**config.mk**
```make
export PLATFORM = sky130hd
export DESIGN_NAME = iomem_initiator
export DESIGN_NICKNAME = d
export VERILOG_FILES = /design/src/rtl/iomem_pkg.sv /design/src/rtl/iomem_initiator.sv
export SDC_FILE = /design/constraint.sdc
export NUM_CORES = 1
export LEC_CHECK = 0
export CAP_MARGIN = 20
export CORE_ASPECT_RATIO = 2
export CORE_UTILIZATION = 36
export DETAILED_ROUTE_END_ITERATION = 8
export PLACE_DENSITY = 0.75
export RECOVER_POWER = 25
export SLEW_MARGIN = 20
export SYNTH_ARGS = -nofsm -noshare
export SYNTH_HDL_FRONTEND = slang
export SYNTH_SLANG_ARGS = --single-unit
export TNS_END_PERCENT = 20
```
**constraint.sdc**
```tcl
create_clock -name clk -period 1.5 [get_ports clk]
set_input_delay 0.225 -clock clk [delete_from_list [all_inputs] [get_ports clk]]
set_output_delay 0.225 -clock clk [all_outputs]
set_load 0.1 [all_outputs]
```
**src/rtl/iomem_pkg.sv**
```systemverilog
`default_nettype none
// ============================================================================
// Module      : iomem_pkg
// Description : Shared types and constants for PicoSoC iomem initiators and
//               the peripheral responders that sit behind the iomem arbiter.
// Revision    : 1.0 - initial release
// ============================================================================
package iomem_pkg;

  localparam int unsigned IOMEM_AW = 32;
  localparam int unsigned IOMEM_DW = 32;
  localparam int unsigned IOMEM_SW = 4;

  // Address bits [31:24] select the peripheral behind the iomem window.
  localparam logic [7:0] GPIO_REGION = 8'h03;
  localparam logic [7:0] VGA_REGION  = 8'h04;

  typedef enum logic [1:0] {
    IDLE = 2'd0,
    BUS  = 2'd1,
    RESP = 2'd2
  } iomem_state_e;

  function automatic logic is_misaligned(input logic [IOMEM_AW-1:0] addr);
    return (addr[1:0] != 2'b00);
  endfunction

endpackage
`default_nettype wire

```
**src/rtl/iomem_initiator.sv**
```systemverilog
`default_nettype none
// ============================================================================
// Module      : iomem_initiator
// Description : Single-outstanding iomem bus master with valid/ready command
//               and response ports, bus timeout and alignment checking.
// Revision    : 1.0 - initial release
// ============================================================================
module iomem_initiator
  import iomem_pkg::*;
#(
  parameter int unsigned TIMEOUT_CYCLES = 255,
  parameter bit          CHECK_ALIGN    = 1'b1
) (
  input  logic                clk,
  input  logic                reset,
  input  logic                cmd_valid,
  output logic                cmd_ready,
  input  logic [IOMEM_AW-1:0] cmd_addr,
  input  logic [IOMEM_DW-1:0] cmd_wdata,
  input  logic [IOMEM_SW-1:0] cmd_wstrb,
  output logic                rsp_valid,
  input  logic                rsp_ready,
  output logic [IOMEM_DW-1:0] rsp_rdata,
  output logic                rsp_err,
  output logic                mem_valid,
  input  logic                mem_ready,
  output logic [IOMEM_AW-1:0] mem_addr,
  output logic [IOMEM_DW-1:0] mem_wdata,
  output logic [IOMEM_SW-1:0] mem_wstrb,
  input  logic [IOMEM_DW-1:0] mem_rdata
);

  localparam int unsigned   CNT_W     = $clog2(TIMEOUT_CYCLES + 1);
  localparam logic [CNT_W-1:0] CNT_LIMIT = CNT_W'(TIMEOUT_CYCLES);

  iomem_state_e        r_state,     w_state_n;
  logic [CNT_W-1:0]    r_cnt,       w_cnt_n;
  logic                r_cmd_ready, w_cmd_ready_n;
  logic                r_mem_valid, w_mem_valid_n;
  logic [IOMEM_AW-1:0] r_mem_addr,  w_mem_addr_n;
  logic [IOMEM_DW-1:0] r_mem_wdata, w_mem_wdata_n;
  logic [IOMEM_SW-1:0] r_mem_wstrb, w_mem_wstrb_n;
  logic                r_rsp_valid, w_rsp_valid_n;
  logic [IOMEM_DW-1:0] r_rsp_rdata, w_rsp_rdata_n;
  logic                r_rsp_err,   w_rsp_err_n;
  logic                w_accept;

  assign w_accept = cmd_valid && r_cmd_ready;

  always_ff @(posedge clk) begin
    if (reset) begin
      r_state     <= IDLE;
      r_cnt       <= '0;
      r_cmd_ready <= 1'b0;
      r_mem_valid <= 1'b0;
      r_mem_addr  <= '0;
      r_mem_wdata <= '0;
      r_mem_wstrb <= '0;
      r_rsp_valid <= 1'b0;
      r_rsp_rdata <= '0;
      r_rsp_err   <= 1'b0;
    end else begin
      r_state     <= w_state_n;
      r_cnt       <= w_cnt_n;
      r_cmd_ready <= w_cmd_ready_n;
      r_mem_valid <= w_mem_valid_n;
      r_mem_addr  <= w_mem_addr_n;
      r_mem_wdata <= w_mem_wdata_n;
      r_mem_wstrb <= w_mem_wstrb_n;
      r_rsp_valid <= w_rsp_valid_n;
      r_rsp_rdata <= w_rsp_rdata_n;
      r_rsp_err   <= w_rsp_err_n;
    end
  end

  always_comb begin
    w_state_n     = r_state;
    w_cnt_n       = r_cnt;
    w_mem_valid_n = r_mem_valid;
    w_mem_addr_n  = r_mem_addr;
    w_mem_wdata_n = r_mem_wdata;
    w_mem_wstrb_n = r_mem_wstrb;
    w_rsp_valid_n = r_rsp_valid;
    w_rsp_rdata_n = r_rsp_rdata;
    w_rsp_err_n   = r_rsp_err;

    unique case (r_state)
      IDLE: begin
        if (w_accept) begin
          w_mem_addr_n  = cmd_addr;
          w_mem_wdata_n = cmd_wdata;
          w_mem_wstrb_n = cmd_wstrb;
          if (CHECK_ALIGN && is_misaligned(cmd_addr)) begin
            w_state_n     = RESP;
            w_rsp_valid_n = 1'b1;
            w_rsp_err_n   = 1'b1;
            w_rsp_rdata_n = '0;
          end else begin
            w_state_n     = BUS;
            w_mem_valid_n = 1'b1;
            w_cnt_n       = '0;
          end
        end
      end

      BUS: begin
        // mem_ready is checked first so a completion on the limit cycle wins.
        if (mem_ready) begin
          w_state_n     = RESP;
          w_mem_valid_n = 1'b0;
          w_rsp_valid_n = 1'b1;
          w_rsp_err_n   = 1'b0;
          w_rsp_rdata_n = (r_mem_wstrb == '0) ? mem_rdata : '0;
        end else if (r_cnt == CNT_LIMIT) begin
          w_state_n     = RESP;
          w_mem_valid_n = 1'b0;
          w_rsp_valid_n = 1'b1;
          w_rsp_err_n   = 1'b1;
          w_rsp_rdata_n = '0;
        end else begin
          w_cnt_n = r_cnt + CNT_W'(1);
        end
      end

      RESP: begin
        if (rsp_ready) begin
          w_state_n     = IDLE;
          w_rsp_valid_n = 1'b0;
        end
      end

      default: begin
        w_state_n     = IDLE;
        w_mem_valid_n = 1'b0;
        w_rsp_valid_n = 1'b0;
      end
    endcase

    // Registered ready: high exactly in the cycles the FSM sits in IDLE.
    w_cmd_ready_n = (w_state_n == IDLE);
  end

  assign cmd_ready = r_cmd_ready;
  assign mem_valid = r_mem_valid;
  assign mem_addr  = r_mem_addr;
  assign mem_wdata = r_mem_wdata;
  assign mem_wstrb = r_mem_wstrb;
  assign rsp_valid = r_rsp_valid;
  assign rsp_rdata = r_rsp_rdata;
  assign rsp_err   = r_rsp_err;

endmodule
`default_nettype wire
```
# Word-level counts from Yosys, hierarchy flattened
# Cells that the tools add are included.
# totals
input_bits	105
out_inout_bits	104
ff_bits	114
elab_cells	63
# op_classes
bitwise_logic	1
n_addsub	1
eq_ne	10
reduce_logical	11
mux	30
# op_table
op	n
$mux W32	5
$pmux W32 S2	1
$mux W8	4
$pmux W8 S2	1
$ne A2 B2 Y1 const B	6
$reduce_and A4 Y1	3
$mux W1	10
$mux W2	5
$add A8 B1 Y8 const B	1
$eq A8 B8 Y1 const B	1
$pmux W1 S3	2
$pmux W2 S3	1
$reduce_and A5 Y1	1
$logic_not A2 Y1	2
$logic_not A4 Y1	1
$reduce_bool A2 Y1	2
$ne A3 B3 Y1 const B	1
$eq A2 B1 Y1 const B	1
$eq A2 B2 Y1 const B	1
$pmux W1 S2	1
$reduce_and A2 Y1	1
$logic_and A1 B1 Y1	1
$not A1 Y1	1

# Longest topological paths before layout
# depth
word_depth	5
depth_mapped	7
ltp_nobuf	5

# Worst setup path after synthesis
# OpenSTA, ideal clock, no wires.
# synth_timing
path_kind	reg2reg
from	reg r_cmd_ready (netlist: cmd_ready)
to	reg r_rsp_rdata[10] (netlist: rsp_rdata[10])
n_path_buf	1
t_required_ns	1.382
synth_period_minus_slack_ns	2.050
path_slack_ns	-0.550
arrival_ns	1.933
stages_incl_launch_ff	6
cell_sequence	dfxtp_1 -> o211ai_1 -> a21oi_1 -> o22ai_2 -> buf_2 -> a22o_1
# synth_via
elab_chain_len	3
# synth_rtl
element	line_no	source
start, declared	iomem_initiator.sv:38	logic r_cmd_ready, w_cmd_ready_n;
start signal, assigned	iomem_initiator.sv:65	r_cmd_ready <= w_cmd_ready_n;
$logic_and A1 B1 Y1	iomem_initiator.sv:48	assign w_accept = cmd_valid && r_cmd_ready;
$ne A2 B2 Y1 (no source line)	--	
$reduce_and A4 Y1 (no source line)	--	
end signal, assigned	iomem_initiator.sv:71	r_rsp_rdata <= w_rsp_rdata_n;
end, declared	iomem_initiator.sv:44	logic [IOMEM_DW-1:0] r_rsp_rdata, w_rsp_rdata_n;
# No other way between the ends.
# A chain may end at the register's enable or synchronous reset.

# Worst setup path after layout
# layout_timing
from	reg r_cnt[1]
to	reg r_rsp_rdata[6] (netlist: rsp_rdata[6])
# layout_via
elab_chain_len	3
# layout_rtl
element	line_no	source
start, declared	iomem_initiator.sv:37	logic [CNT_W-1:0] r_cnt, w_cnt_n;
start signal, assigned	iomem_initiator.sv:64	r_cnt <= w_cnt_n;
$eq A8 B8 Y1	iomem_initiator.sv:114	end else if (r_cnt == CNT_LIMIT) begin
$ne A3 B3 Y1 (no source line)	--	
$reduce_and A4 Y1 (no source line)	--	
# No other way between the ends.

==> impl_metrics.env <==
export IMPL_worst_path_arrival_ns=1.79
export IMPL_tritoncts="done"
export IMPL_num_vias=4209
export IMPL_wl_met1_um=4920
export IMPL_post_place_instance_area_um2=7550
export IMPL_wl_per_cell_um=17.1
export IMPL_clock_sinks=114
export IMPL_worstPathCellList="ha_4 -> and3_4 -> a21o_2 -> o22ai_4 -> buf_4 -> a22o_1"
export IMPL_main_combinational_cell_family_by_area_after_synthesis="compound AO/OA/AOI/OAI gates"
export IMPL_fin_tns_setup_ns=-0.0102
export IMPL_worst_ep_required_time_ns=1.78
export IMPL_first_global_vias=4324
export IMPL_ir_worst_vdd_uv=1090
export IMPL_ant_nets=0
export IMPL_floorplan_initialDensity_pct=37.0
export IMPL_synth_cell_types=38
export IMPL_port_buffer_count=208
export IMPL_htree_num_levels=4
export IMPL_met2_length_um=8080
export IMPL_worstMarginPinSlew_ns=0.496
export IMPL_min_period_over_period_pct=101
export IMPL_io_pins=209
export IMPL_net_count_final=791
export IMPL_grt_antenna_before_repair=1
export IMPL_synth_area_per_cell_um2=8.94
export IMPL_yosysWarnings=0
export IMPL_route_final_wire_length_um=14300
export IMPL_fillerInstances=782
export IMPL_achievable_frequency_mhz=663
export IMPL_critical_path_class="reg2reg"
export IMPL_clk_pin_slew_ns=0.05
export IMPL_drive_above_1_share_pct=29.1
export IMPL_post_dp_hpwl_um=10300
export IMPL_relSlewSlack_pct=67.1
export IMPL_complex_gate_fraction_of_the_synthesized_area_pct=20.5
export IMPL_report_power_total_uw=9050
export IMPL_critical_path_top_delay_cell="dfxtp_2"
export IMPL_root_buffer="clkbuf_16"
export IMPL_holdBufCountCts=0
export IMPL_top_signal_layer_used="met4"
export IMPL_core_area_um2=10900
export IMPL_die_h_um=151
export IMPL_post_synth_fa_ha_maj_area_fraction_pct=0.311
export IMPL_reg2reg_slack_ns=-0.009
export IMPL_cellPowerDensity_nw_per_um2=1170
export IMPL_unrepaired_setup_endpoints_after_global_routing="true"
export IMPL_area_growth_synth_to_final_pct=92.4
export IMPL_synth_xor_area_share_pct=0
export IMPL_syn_nets=556
export IMPL_grt_first_pass_wirelength_um=22100
export IMPL_worstHoldPathType="in2reg"
export IMPL_syn_instance_count=450
export IMPL_shortest_period_the_worst_path_allows_ns=1.51
export IMPL_ctsLongestPathBuffers=2
export IMPL_die_x_um=76.7
export IMPL_synth_yosys_seq_area_share_pct=56.7
export IMPL_met3_wirelength_um=937
export IMPL_finClkSkew_ns=0.0110
export IMPL_number_of_cts_inserted_buffers=17
export IMPL_violations="negative setup slack"
export IMPL_design_area_um2=7740
export IMPL_clock_latency_of_the_later_clocked_register_in_the_worst_skew_pair_ns=0.40
export IMPL_power_leakage_uw=0.00308
export IMPL_floorplan_die_area_um2=11600
export IMPL_cp_start_kind="flop"
export IMPL_layout_area_seq_um2=2300
export IMPL_viasPerCell=5.02
export IMPL_drcViolationCount=0
export IMPL_synth_top_area_cells="dfxtp_1 (57%), nand2_1 (13%), a21oi_1 (9.0%), a22o_1 (7.2%), clkbuf_1 (1.7%)"
export IMPL_yosys_area_share_simple_pct=18.3
export IMPL_routabilityCongestion=0.799
export IMPL_timing_final_max_slew_violations=0
export IMPL_yosys_top_cell_by_area="dfxtp_1"
export IMPL_synth_cell_area_um2=4020
export IMPL_critical_path_max_stage_delay_ns=0.35
export IMPL_ys_seq_elements=114
export IMPL_cap_violations=0
export IMPL_pin_count_of_the_biggest_net_entering_global_routing=36
export IMPL_drtIter0Drc=162
export IMPL_synth_area_mux_share_pct=0.280
export IMPL_multiInputGateArea_um2=1710
export IMPL_rows=54
export IMPL_netlist_area_leader_share_pct=56.7
export IMPL_hold_viol=0
export IMPL_setup_slack_ns=-0.00885
export IMPL_setup_violations=2
export IMPL_crit_fanout=6
export IMPL_groute_usage_overall_pct=24.8
export IMPL_drtPass1Iterations=4
export IMPL_crit_path_end_kind="flop"
export IMPL_grt_overflow=0
export IMPL_outcome="finished with violations"
[cell usage in the layout, fill, tap and decap left out, types with 5 or more instances in the layout]
cell             synthesis  layout
buf_12                   0      67
dfxtp_1                114     105
clkbuf_4                 0      40
buf_4                    3      33
dfxtp_2                  0       5
nor2_1                   7       6
clkdlybuf4s50_1          0     102
a22o_1                  33      33
nand2_1                141     141
clkbuf_16                0      18
a21oi_1                 72      70
[kinds of logic (layout without fill, tap and decap cells)]
kind of cell / after synthesis / count (layout)
AND/OR/NAND/NOR: 173 / 173
adder cells (fa/ha/maj): 1 / 1
other: 0 / 1
AO/OA/AOI/OAI: 126 / 127
multiplexers: 1 / 1
buffers and inverters: 35 / 281
flip-flops: 114 / 114
[sequential cells by signal (all words and copies together), names as in the netlist]
name       cells
cmd_ready      1
mem_addr      32
mem_valid      1
mem_wdata     32
mem_wstrb      4
r_cnt          8
r_state        2
rsp_err        1
rsp_rdata     32
rsp_valid      1
[area by class of cell]
type	instances	share of cell area [%]
multi-input combinational	302	22.1
inverter	2	0.0970
sequential	114	29.8
timing repair buffer	248	38.2
tap	140	2.26
antenna	1	0.0323
clock inverter	9	1.33
clock buffer	22	6.27
[through the flow]
step,hold WS [ns],cells,setup slack [ns],utilization (%)
2_1_floorplan,0.338,450,-0.00640,-
3_3_place_gp,0.474,797,-0.529,69.4
3_5_place_dp,0.478,797,-0.616,69.4
4_1_cts,0.136,833,-0.000708,75.6
5_1_grt,0.156,838,-0.0713,71.1
6_report,0.154,838,-0.00885,71.1
[metal layers]
| metal | vias up | track usage (%) |
|---|---|---|
| li1 | 2026 | - |
| met1 | 1987 | 24.1 |
| met2 | 175 | 47.7 |
| met3 | 21 | 7.60 |
| met4 | 0 | 10.2 |
| met5 | - | 0 |
[cell usage after synthesis (all sizes together)]
library cell  count
or4b              1
buf              15
o21a              1
and2              2
nand4             1
a21o              2
nor2              7
and3              6
nand3b            1
mux2              1
a22o             33
ha                1
o31ai             2
nand4bb           1
a211o             3
dfxtp           114
a31oi             5
nand2           141
a211oi            2
nand2b            3
nor4              2
o211ai            1
inv               2
nor3              4
nor3b             2
clkbuf           18
a21oi            73
nand3             1
and4              1
o22ai             2
a221oi            2
[repair_timing]
item | CTS | global route
gates cloned | 1 | 0
gates resized for setup | 8 | 8
buffers inserted | 4 | 4
setup endpoints to repair | 41 | 41
pin swaps | 8 | 3
[worst max-delay path, delay by kind of cell, from the launching register on]
kind,cells,cell delay [ns]
simple gates,1,0.18
fa+ha+maj,1,0.15
flops,1,0.35
compound gates,3,0.54
buf+inv,1,0.17
[final timing paths]
check,startpoint,to,cells past startpoint
max,r_cnt[1]$_SDFFE_PP0P_,rsp_rdata[6]$_SDFFE_PP0P_,6
min,reset,mem_valid$_SDFFE_PP0P_,2
max reg2reg,r_cnt[1]$_SDFFE_PP0P_,rsp_rdata[6]$_SDFFE_PP0P_,6
min reg2reg,mem_wdata[13]$_SDFFE_PP0P_,mem_wdata[13]$_SDFFE_PP0P_,2
[report_power, final]
part	switching [uW]	internal, uW
clock network	1330	2610
logic	1180	691
registers	93.4	3140
total	2600	6450
Note: power is estimated with default switching activity, not from simulation.
